### config.mk
export PLATFORM = sky130hd
export DESIGN_NAME = decode_imm_sequencer_flat
export DESIGN_NICKNAME = d
export VERILOG_FILES = /design/src/rtl/decode_imm_sequencer_pkg.sv /design/src/rtl/decode_imm_sequencer_if.sv /design/src/rtl/decode_imm_sequencer_immediate_generator.sv /design/src/rtl/decode_imm_sequencer.sv /design/src/flat_wrapper.sv
export SDC_FILE = /design/constraint.sdc
export NUM_CORES = 1
export LEC_CHECK = 0
export CAP_MARGIN = 20
export CORE_MARGIN = 3
export CORE_UTILIZATION = 49
export CTS_CLUSTER_DIAMETER = 150
export DETAILED_ROUTE_END_ITERATION = 7
export GPL_TIMING_DRIVEN = 0
export MAX_ROUTING_LAYER = met4
export PLACE_DENSITY = 0.91
export RECOVER_POWER = 25
export SKIP_LAST_GASP = 1
export SLEW_MARGIN = 20
export SYNTH_ARGS = -nofsm -noshare
export SYNTH_HDL_FRONTEND = slang
export SYNTH_SLANG_ARGS = --single-unit
export TNS_END_PERCENT = 100
### constraint.sdc
create_clock -name clk -period 6.55 [get_ports clk]
set_clock_uncertainty 0.15 [all_clocks]
set_input_delay 1.6375 -clock clk [delete_from_list [all_inputs] [get_ports clk]]
set_output_delay 1.6375 -clock clk [all_outputs]
set_load 0.01 [all_outputs]
### src/rtl/decode_imm_sequencer_pkg.sv
// Shared decode definitions: RV32 opcode constants, immediate-format selects,
// FIFO state encoding and the decoded-entry record stored in the buffer.
package decode_pkg;

  localparam logic [6:0] OP_LOAD   = 7'b0000011;
  localparam logic [6:0] OP_IMM    = 7'b0010011;
  localparam logic [6:0] OP_JALR   = 7'b1100111;
  localparam logic [6:0] OP_SYSTEM = 7'b1110011;
  localparam logic [6:0] OP_FENCE  = 7'b0001111;
  localparam logic [6:0] OP_STORE  = 7'b0100011;
  localparam logic [6:0] OP_BRANCH = 7'b1100011;
  localparam logic [6:0] OP_LUI    = 7'b0110111;
  localparam logic [6:0] OP_AUIPC  = 7'b0010111;
  localparam logic [6:0] OP_JAL    = 7'b1101111;
  localparam logic [6:0] OP_REG    = 7'b0110011;

  typedef enum logic [1:0] {
    IMM_I  = 2'b00,
    IMM_S  = 2'b01,
    IMM_B  = 2'b10,
    IMM_UJ = 2'b11
  } imm_sel_e;

  typedef enum logic [1:0] {
    ST_EMPTY = 2'b00,
    ST_ONE   = 2'b01,
    ST_FULL  = 2'b10
  } fifo_state_e;

  typedef struct packed {
    logic [31:0] instr;
    logic [31:0] imm;
    logic [4:0]  rd;
    logic [4:0]  rs1;
    logic [4:0]  rs2;
    logic        uses_imm;
    logic        illegal;
  } dec_entry_t;

  // Only the 32-bit encoding space (low bits 2'b11) is decodable here.
  function automatic logic is_full_width(input logic [1:0] low_bits);
    return (low_bits == 2'b11);
  endfunction

endpackage

### src/rtl/decode_imm_sequencer_if.sv
// Fetch-side, execute-side and flush signals of the decode sequencer.
// master = fetch/execute environment, slave = the sequencer itself.
interface decode_imm_sequencer_if #(
  parameter int CNT_W = 32
);
  logic             in_valid;
  logic [31:0]      in_instr;
  logic             in_ready;
  logic             flush;
  logic             out_valid;
  logic             out_ready;
  logic [31:0]      out_instr;
  logic [31:0]      out_imm;
  logic [4:0]       out_rd;
  logic [4:0]       out_rs1;
  logic [4:0]       out_rs2;
  logic             out_uses_imm;
  logic             out_illegal;
  logic [CNT_W-1:0] dec_count;

  modport master (
    output in_valid, in_instr, flush, out_ready,
    input  in_ready, out_valid, out_instr, out_imm, out_rd, out_rs1, out_rs2,
           out_uses_imm, out_illegal, dec_count
  );

  modport slave (
    input  in_valid, in_instr, flush, out_ready,
    output in_ready, out_valid, out_instr, out_imm, out_rd, out_rs1, out_rs2,
           out_uses_imm, out_illegal, dec_count
  );
endinterface

### src/rtl/decode_imm_sequencer_immediate_generator.sv
// Sign-extended RV32 immediate for the selected format; the U/J group is
// split on the JAL opcode so one select code serves both layouts.
import decode_pkg::*;

module immediate_generator (
  input  logic [31:0] instr,
  input  imm_sel_e    imm_sel,
  output logic [31:0] imm
);

  // Format-dependent bit gathering and sign extension
  always_comb begin
    imm = 32'd0;
    case (imm_sel)
      IMM_I: imm = {{20{instr[31]}}, instr[31:20]};
      IMM_S: imm = {{20{instr[31]}}, instr[31:25], instr[11:7]};
      IMM_B: imm = {{19{instr[31]}}, instr[31], instr[7], instr[30:25],
                    instr[11:8], 1'b0};
      IMM_UJ: begin
        if (instr[6:0] == OP_JAL) begin
          imm = {{11{instr[31]}}, instr[31], instr[19:12], instr[20],
                 instr[30:21], 1'b0};
        end else begin
          imm = {instr[31:12], 12'd0};
        end
      end
      default: imm = 32'd0;
    endcase
  end

endmodule

### src/rtl/decode_imm_sequencer.sv
// Two-entry decode buffer: decodes at accept time, presents the head entry
// from registers. Define DECODE_IMM_SEQ_CNT_EN to enable the consume counter.
import decode_pkg::*;

module decode_imm_sequencer #(
  parameter int CNT_W = 32,
  parameter int DEPTH = 2
) (
  input logic                   clk,
  input logic                   rst,
  decode_imm_sequencer_if.slave bus
);

  fifo_state_e state_r;
  fifo_state_e state_next_s;
  dec_entry_t  entries_r [DEPTH];
  dec_entry_t  new_entry_s;
  imm_sel_e    imm_sel_s;
  logic [31:0] imm_raw_s;
  logic        uses_imm_s;
  logic        illegal_s;
  logic        accept_s;
  logic        consume_s;

  assign accept_s  = bus.in_valid && (state_r != ST_FULL);
  assign consume_s = (state_r != ST_EMPTY) && bus.out_ready;

  // Opcode classification into immediate format and entry flags
  always_comb begin
    imm_sel_s  = IMM_I;
    uses_imm_s = 1'b1;
    illegal_s  = 1'b0;
    if (!is_full_width(bus.in_instr[1:0])) begin
      uses_imm_s = 1'b0;
      illegal_s  = 1'b1;
    end else begin
      case (bus.in_instr[6:0])
        OP_LOAD, OP_IMM, OP_JALR, OP_SYSTEM, OP_FENCE: imm_sel_s = IMM_I;
        OP_STORE:                                      imm_sel_s = IMM_S;
        OP_BRANCH:                                     imm_sel_s = IMM_B;
        OP_LUI, OP_AUIPC, OP_JAL:                      imm_sel_s = IMM_UJ;
        OP_REG:                                        uses_imm_s = 1'b0;
        default: begin
          uses_imm_s = 1'b0;
          illegal_s  = 1'b1;
        end
      endcase
    end
  end

  immediate_generator u_imm_gen (
    .instr   (bus.in_instr),
    .imm_sel (imm_sel_s),
    .imm     (imm_raw_s)
  );

  // Assemble the record that will be written into the buffer
  always_comb begin
    new_entry_s          = '0;
    new_entry_s.instr    = bus.in_instr;
    new_entry_s.imm      = uses_imm_s ? imm_raw_s : 32'd0;
    new_entry_s.rd       = bus.in_instr[11:7];
    new_entry_s.rs1      = bus.in_instr[19:15];
    new_entry_s.rs2      = bus.in_instr[24:20];
    new_entry_s.uses_imm = uses_imm_s;
    new_entry_s.illegal  = illegal_s;
  end

  // FIFO occupancy register
  always_ff @(posedge clk) begin
    if (rst) begin
      state_r <= ST_EMPTY;
    end else begin
      state_r <= state_next_s;
    end
  end

  // Occupancy transitions; flush overrides any accept or consume
  always_comb begin
    state_next_s = state_r;
    if (bus.flush) begin
      state_next_s = ST_EMPTY;
    end else begin
      case (state_r)
        ST_EMPTY: begin
          if (accept_s) begin
            state_next_s = ST_ONE;
          end else begin
            state_next_s = ST_EMPTY;
          end
        end
        ST_ONE: begin
          if (accept_s && !consume_s) begin
            state_next_s = ST_FULL;
          end else if (!accept_s && consume_s) begin
            state_next_s = ST_EMPTY;
          end else begin
            state_next_s = ST_ONE;
          end
        end
        ST_FULL: begin
          if (consume_s) begin
            state_next_s = ST_ONE;
          end else begin
            state_next_s = ST_FULL;
          end
        end
        default: state_next_s = ST_EMPTY;
      endcase
    end
  end

  // Entry storage; slot 0 is always the head, slot 1 the follower
  always_ff @(posedge clk) begin
    if (rst) begin
      for (int i = 0; i < DEPTH; i++) begin
        entries_r[i] <= '0;
      end
    end else if (!bus.flush) begin
      case (state_r)
        ST_EMPTY: begin
          if (accept_s) begin
            entries_r[0] <= new_entry_s;
          end
        end
        ST_ONE: begin
          if (accept_s && consume_s) begin
            entries_r[0] <= new_entry_s;
          end else if (accept_s) begin
            entries_r[1] <= new_entry_s;
          end
        end
        ST_FULL: begin
          if (consume_s) begin
            entries_r[0] <= entries_r[1];
          end
        end
        default: begin
          entries_r[0] <= entries_r[0];
        end
      endcase
    end
  end

  assign bus.in_ready     = (state_r != ST_FULL);
  assign bus.out_valid    = (state_r != ST_EMPTY);
  assign bus.out_instr    = entries_r[0].instr;
  assign bus.out_imm      = entries_r[0].imm;
  assign bus.out_rd       = entries_r[0].rd;
  assign bus.out_rs1      = entries_r[0].rs1;
  assign bus.out_rs2      = entries_r[0].rs2;
  assign bus.out_uses_imm = entries_r[0].uses_imm;
  assign bus.out_illegal  = entries_r[0].illegal;

`ifdef DECODE_IMM_SEQ_CNT_EN
  logic [CNT_W-1:0] dec_count_r;

  // Consumed-entry counter, wraps naturally at 2^CNT_W
  always_ff @(posedge clk) begin
    if (rst) begin
      dec_count_r <= '0;
    end else if (!bus.flush && consume_s) begin
      dec_count_r <= dec_count_r + CNT_W'(1);
    end
  end

  assign bus.dec_count = dec_count_r;
`else
  assign bus.dec_count = {CNT_W{1'b0}};
`endif

endmodule

### src/flat_wrapper.sv
// flat-port wrapper written by rule: the top's interface ports become plain ports
module decode_imm_sequencer_flat 
#(
  parameter int CNT_W = 32,
  parameter int DEPTH = 2
)
  (clk, rst, bus_in_valid, bus_in_instr, bus_flush, bus_out_ready, bus_in_ready, bus_out_valid, bus_out_instr, bus_out_imm, bus_out_rd, bus_out_rs1, bus_out_rs2, bus_out_uses_imm, bus_out_illegal, bus_dec_count);
  decode_imm_sequencer_if #(.CNT_W(CNT_W)) bus_i ();
  input logic clk;
  input logic rst;
  input wire logic [$bits(bus_i.in_valid)-1:0] bus_in_valid;
  input wire logic [$bits(bus_i.in_instr)-1:0] bus_in_instr;
  input wire logic [$bits(bus_i.flush)-1:0] bus_flush;
  input wire logic [$bits(bus_i.out_ready)-1:0] bus_out_ready;
  output wire logic [$bits(bus_i.in_ready)-1:0] bus_in_ready;
  output wire logic [$bits(bus_i.out_valid)-1:0] bus_out_valid;
  output wire logic [$bits(bus_i.out_instr)-1:0] bus_out_instr;
  output wire logic [$bits(bus_i.out_imm)-1:0] bus_out_imm;
  output wire logic [$bits(bus_i.out_rd)-1:0] bus_out_rd;
  output wire logic [$bits(bus_i.out_rs1)-1:0] bus_out_rs1;
  output wire logic [$bits(bus_i.out_rs2)-1:0] bus_out_rs2;
  output wire logic [$bits(bus_i.out_uses_imm)-1:0] bus_out_uses_imm;
  output wire logic [$bits(bus_i.out_illegal)-1:0] bus_out_illegal;
  output wire logic [$bits(bus_i.dec_count)-1:0] bus_dec_count;
  assign bus_i.in_valid = bus_in_valid;
  assign bus_i.in_instr = bus_in_instr;
  assign bus_i.flush = bus_flush;
  assign bus_i.out_ready = bus_out_ready;
  assign bus_in_ready = bus_i.in_ready;
  assign bus_out_valid = bus_i.out_valid;
  assign bus_out_instr = bus_i.out_instr;
  assign bus_out_imm = bus_i.out_imm;
  assign bus_out_rd = bus_i.out_rd;
  assign bus_out_rs1 = bus_i.out_rs1;
  assign bus_out_rs2 = bus_i.out_rs2;
  assign bus_out_uses_imm = bus_i.out_uses_imm;
  assign bus_out_illegal = bus_i.out_illegal;
  assign bus_dec_count = bus_i.dec_count;
  decode_imm_sequencer #(.CNT_W(CNT_W), .DEPTH(DEPTH)) u_core (.clk(clk), .rst(rst), .bus(bus_i));
endmodule
Word level (Yosys, flattened, before mapping):

Memory sizes are Yosys's and may differ from the RTL's.
Index checks and enable logic that the tools add are counted.

* bits in registers: 2
* RAM bits: 162
* input bits: 37
* output and inout port bits: 115
* word-level logic and storage cells: 85
* memories kept: 1

Memories
* u_core.entries_r: words 2, bits a word 81, read ports 2, clocked after Yosys merged registers in 0, wr ports 2, RTL line decode_imm_sequencer.sv:16 `dec_entry_t entries_r [DEPTH];`

* equal/unequal tests: 18
* multiplexer cells: 45
* bitwise operators: 5
* reduce and logical (&&, ||, !) cells: 15

Operators by type and width (number)
* $mux 81: 5
* $pmux 32 s4: 1
* $mux 1: 32
* $mux 32: 1
* $mux 31: 1
* $eq 7x7->1 const B: 4
* $eq 7x6->1 const B: 3
* $eq 7x5->1 const B: 2
* $pmux 2 s3: 2
* $reduce_or 11->1: 1
* $reduce_or 10->1: 1
* $eq 2x2->1 const B: 4
* $eq 7x2->1 const B: 1
* $eq 7x4->1 const B: 1
* $mux 2: 3
* $reduce_or 3->1: 2
* $logic_and 1x1->1: 5
* $or 1x1->1: 5
* $eq 2x1->1 const B: 2
* $logic_not 2->1: 2
* $logic_not 1->1: 2
* $ne 2x2->1 const B: 1
* $reduce_bool 2->1: 1
* $reduce_or 2->1: 1

Logic depth before layout (Yosys ltp):

* depth in word-level cells: 11
* mapped depth: 10
* depth with buffers taken out: 10

By module:

Synthesis repeated with hierarchy kept, for this count alone.

* cells, all modules: 456
* area total of the unflattened synthesis: 6297.3 µm²

Modules (own cells, without submodules)
* decode_imm_sequencer: instances 1, cells an instance 383, area each 5776.8 µm²
* immediate_generator: instances 1, cells an instance 73, area each 520.5 µm²

Worst setup path after synthesis:

OpenSTA, ideal clock, no wires.

* path type: input -> register
* start point: in bus_in_valid
* end point: mem u_core.entries_r[0][0] (netlist name) (enable)
* setup time: 0.504 ns
* arrival time: 5.089 ns
* path slack: 0.807 ns
* cell stages on the path: 4
* buffers on the path: 0
* cells stage by stage: and2_1 -> ha_1 -> a21oi_1 -> o21bai_1

RTL lines
* from (decl): RTL line flat_wrapper.sv:11 `input wire logic [$bits(bus_i.in_valid)-1:0] bus_in_valid;`
* to (decl): RTL line decode_imm_sequencer.sv:16

==> qor.tcl <==
set qor(run_status) {finished clean}
set qor(port_buffers) 118
set qor(die_height_um) 117
set qor(intPower_mw) 1.74
set qor(final_critical_path_setup_slack_ns) 2.30
set qor(drt_first_pass_iters) 6
set qor(routabilityCongestion) 0.897
set qor(post_cts_buffers) 0
set qor(grt_max_degree) 51
set qor(detail_route.drc_violations) 0
set qor(fin_area_um2) 8210
set qor(die_width_um) 117
set qor(final-setup-viol-count) 0
set qor(final.setup.tns_ns) 0
set qor(fp-row-count) 39
set qor(grt_remaining_overflow) 0
set qor(comb_power_share) 0.098
set qor(cts_tree) {built}
set qor(cell_area_after_synthesis_um2) 6040
set qor(grt_use_met2) 0.377
set qor(via_count) 4239
set qor(postPlaceCellArea_um2) 7610
set qor(drt_wl_total_mm) 14.6
set qor(synth.ff_latch_count) 134
set qor(post_route_cells_drive_above_1_share) 0.164
set qor(hold_path_class) {flop to flop}
set qor(antenna_violations_before_repair) 0
set qor(design_power_total_mw) 2.21
set qor(synth_instances) 438
set qor(top_usage_layer) {met2}
set qor(slowest_cell_on_the_critical_path) {sky130_fd_sc_hd__nor3b_1}
set qor(seq_power_share) 0.459
set qor(ctsRootBufferMaster) {sky130_fd_sc_hd__clkbuf_16}
set qor(yosys_warnings) 0
set qor(layout_min_cycle_time_ns) 4.25
set qor(layout.cells.most_common) {sky130_fd_sc_hd__edfxtp_1}
set qor(grt_util_all_layers) 0.227
set qor(critical_path_required_ns) 6.55
set qor(clock_pin_slew_on_the_worst_setup_and_hold_paths_ns) 0.06
set qor(arrival_ns) 4.25
set qor(worst_skew_pair.late_latency_ns) 0.41
set qor(antenna_violating_nets_post_route) 0
set qor(route.detailed.vias_per_inst) 5.54
set qor(layout_overhead_on_the_synthesized_area_pct) 36.0
set qor(cp_top_family) {buffers and inverters}
set qor(cts.htree.levels) 4
set qor(critical_path.max_fanout) 10
set qor(post_synth_edffs) 132
set qor(floorplan.die_area_um2) 13700
set qor(start_util) 0.515
set qor(largest_stage_delay_worst_path_ns) 0.76
set qor(highest_count_cells_in_the_layout_ignoring_fill_and_taps) {sky130_fd_sc_hd__edfxtp_1, sky130_fd_sc_hd__dlygate4sd3_1, sky130_fd_sc_hd__buf_4, sky130_fd_sc_hd__clkdlybuf4s50_1, sky130_fd_sc_hd__a21o_1}
set qor(slew_violations) 0
set qor(cellLeakagePower_nw) 3.71
set qor(maxCapViolations) 0
set qor(final_util) 0.701
set qor(cts-hold-fix-buffers) 0
set qor(grt_util_met1) 0.274
set qor(finalHoldViolCount) 0
set qor(cts_repair_resize_count) 0
set qor(end_kind) {flop}
set qor(switching_share) 0.213
set qor(top_level_ports) 152
set qor(grt.met3_usage) 0.0653
set qor(cp-start-kind) {input port}
set qor(design.core.area_um2) 11700
set qor(post-route-period-util) 0.649
set qor(pwr-share-clk) 0.444
set qor(ir_worst_vdd_uv) 173
set qor(number_of_global_route_vias_before_repair) 4174
set qor(worstMarginPinSlew_ns) 0.929
set qor(cts-root-to-sink-buffers) 2
set qor(drtIter0Drc) 524
set qor(wl_per_cell_um) 19.1
set qor(dp_hpwl_mm) 10.2
set qor(post_synth_num_cell_types) 47
set qor(antenna_cells) 0
set qor(cts_inserted_buffers) 17
set qor(worstPathBufferInverterCount) 3
set qor(slew_margin_rel) 0.379
set qor(pwr_density_cell_nw_per_um2) 269
set qor(switching_power_mw) 0.470
set qor(preCtsSetupSlack_ns) 2.08
set qor(postSynth.asyncResetShare) 0
set qor(critical-path-top-cell-by-count) {sky130_fd_sc_hd__clkbuf_1}
set qor(synth_top_flop_cell) {sky130_fd_sc_hd__edfxtp_1}
set qor(tritoncts_num_sinks) 134
set qor(synth_seq_area_share) 0.663
set qor(postSynthAreaPerCell_um2) 13.8
set qor(worst-setup-path-type) {input port to flop}
set qor(first_pass_grt_wire_length_mm) 22.5
set qor(rsz0062_at_grt) {no}
set qor(crit_chain) {clkdlybuf4s50_1 > nor3b_1 > and2_0 > clkbuf_1 > clkbuf_1 > a211oi_1 > a21oi_1 > o21ai_0}
set qor(achievable_frequency_mhz) 235
set qor(design.final.nets) 649
==> flip-flops by register name, indices dropped and copies added, names as in the netlist <==
name / count
u_core.entries_r: 132
u_core.state_r: 2
==> area by class of cell <==
class                           count  area (µm²)
Sequential cell                   134        4000
Fill cell                         787        3500
Multi-Input combinational cell    260        1670
Timing Repair Buffer              121        1260
Buffer                             71         472
Clock buffer                       18         429
Clock inverter                     14         184
Tap cell                          143         179
Inverter                            4        15.0
==> cell usage after synthesis, types with 2 or more instances <==
cell | n | area (µm²)
sky130_fd_sc_hd__nor3_1 | 4 | 20.0
sky130_fd_sc_hd__dfxtp_1 | 2 | 40.0
sky130_fd_sc_hd__a21oi_1 | 11 | 55.1
sky130_fd_sc_hd__a22o_1 | 6 | 52.6
sky130_fd_sc_hd__edfxtp_1 | 132 | 3960
sky130_fd_sc_hd__or2_2 | 2 | 12.5
sky130_fd_sc_hd__or3_1 | 3 | 18.8
sky130_fd_sc_hd__nor2b_1 | 2 | 12.5
sky130_fd_sc_hd__clkbuf_1 | 18 | 67.6
sky130_fd_sc_hd__o21ai_0 | 11 | 55.1
sky130_fd_sc_hd__a22oi_1 | 5 | 37.5
sky130_fd_sc_hd__o22a_1 | 14 | 123
sky130_fd_sc_hd__nor3b_1 | 2 | 15.0
sky130_fd_sc_hd__nand4b_1 | 2 | 17.5
sky130_fd_sc_hd__a21oi_2 | 11 | 96.3
sky130_fd_sc_hd__and3_1 | 5 | 31.3
sky130_fd_sc_hd__ha_1 | 3 | 37.5
sky130_fd_sc_hd__nor2_1 | 14 | 52.6
sky130_fd_sc_hd__buf_6 | 3 | 33.8
sky130_fd_sc_hd__nand2b_1 | 2 | 12.5
sky130_fd_sc_hd__and2_1 | 39 | 244
sky130_fd_sc_hd__a211oi_1 | 2 | 15.0
sky130_fd_sc_hd__mux2i_1 | 4 | 40.0
sky130_fd_sc_hd__o211ai_1 | 4 | 30.0
sky130_fd_sc_hd__buf_4 | 48 | 360
sky130_fd_sc_hd__a21o_1 | 45 | 338
sky130_fd_sc_hd__buf_2 | 2 | 10.0
sky130_fd_sc_hd__nand2_1 | 21 | 78.8
sky130_fd_sc_hd__inv_1 | 3 | 11.3
==> final timing paths <==
path	startpoint	end	slack, ns	cells after the start
max	bus_in_instr[4]	u_core.entries_r[0][28]	2.30	8
min	u_core.entries_r[1][17]	u_core.entries_r[0][17]	0.36	1
max reg2reg	u_core.state_r[0]	u_core.entries_r[0][73]	3.57	8
min reg2reg	u_core.entries_r[1][17]	u_core.entries_r[0][17]	0.36	1
==> worst register-to-register path, stage by stage (launching register included) <==
cell and delay, ns:
sky130_fd_sc_hd__dfxtp_1 0.46, sky130_fd_sc_hd__nand2b_1 0.20, sky130_fd_sc_hd__and2_0 0.24, sky130_fd_sc_hd__ha_1 0.22
sky130_fd_sc_hd__nor2_1 0.07, sky130_fd_sc_hd__a211oi_1 0.72, sky130_fd_sc_hd__clkbuf_1 0.46, sky130_fd_sc_hd__and2_1 0.23
sky130_fd_sc_hd__a21o_1 0.10
==> logic make-up after synthesis <==
family / Yosys count / share of synthesized area
mux: 4 / 0.00663
simple gates: 101 / 0.0912
fa+ha+maj: 3 / 0.00622
flops: 134 / 0.663
compound gates: 120 / 0.151
buf+inv: 75 / 0.0806
other cells: 1 / 0.000621
==> metal layers <==
metal,share of wire,vias up
met1,0.39,2027
li1,-,1918
met2,0.50,259
met3,0.093,35
met5,0,-
met4,0.022,0
==> power groups by stage <==
stage	sequential (mW)	clock [mW]	combinational, mW
CTS	1.01	0.985	0.226
global route	1.02	1.02	0.231
finish	1.01	0.979	0.215
floorplan	1.04	0	0.0872
detailed placement	1.03	0	0.224
global placement	1.03	0	0.208
==> through the flow <==
| stage | hold slack, ns | std cells |
|---|---|---|
| 6_report | 0.364 | 765 |
| 5_1_grt | 0.383 | 765 |
| 3_3_place_gp | 0.354 | 730 |
| 2_1_floorplan | 0.341 | 469 |
| 4_1_cts | 0.365 | 765 |
| 3_5_place_dp | 0.353 | 733 |
No activity file was read; power rests on OpenSTA's default activity.
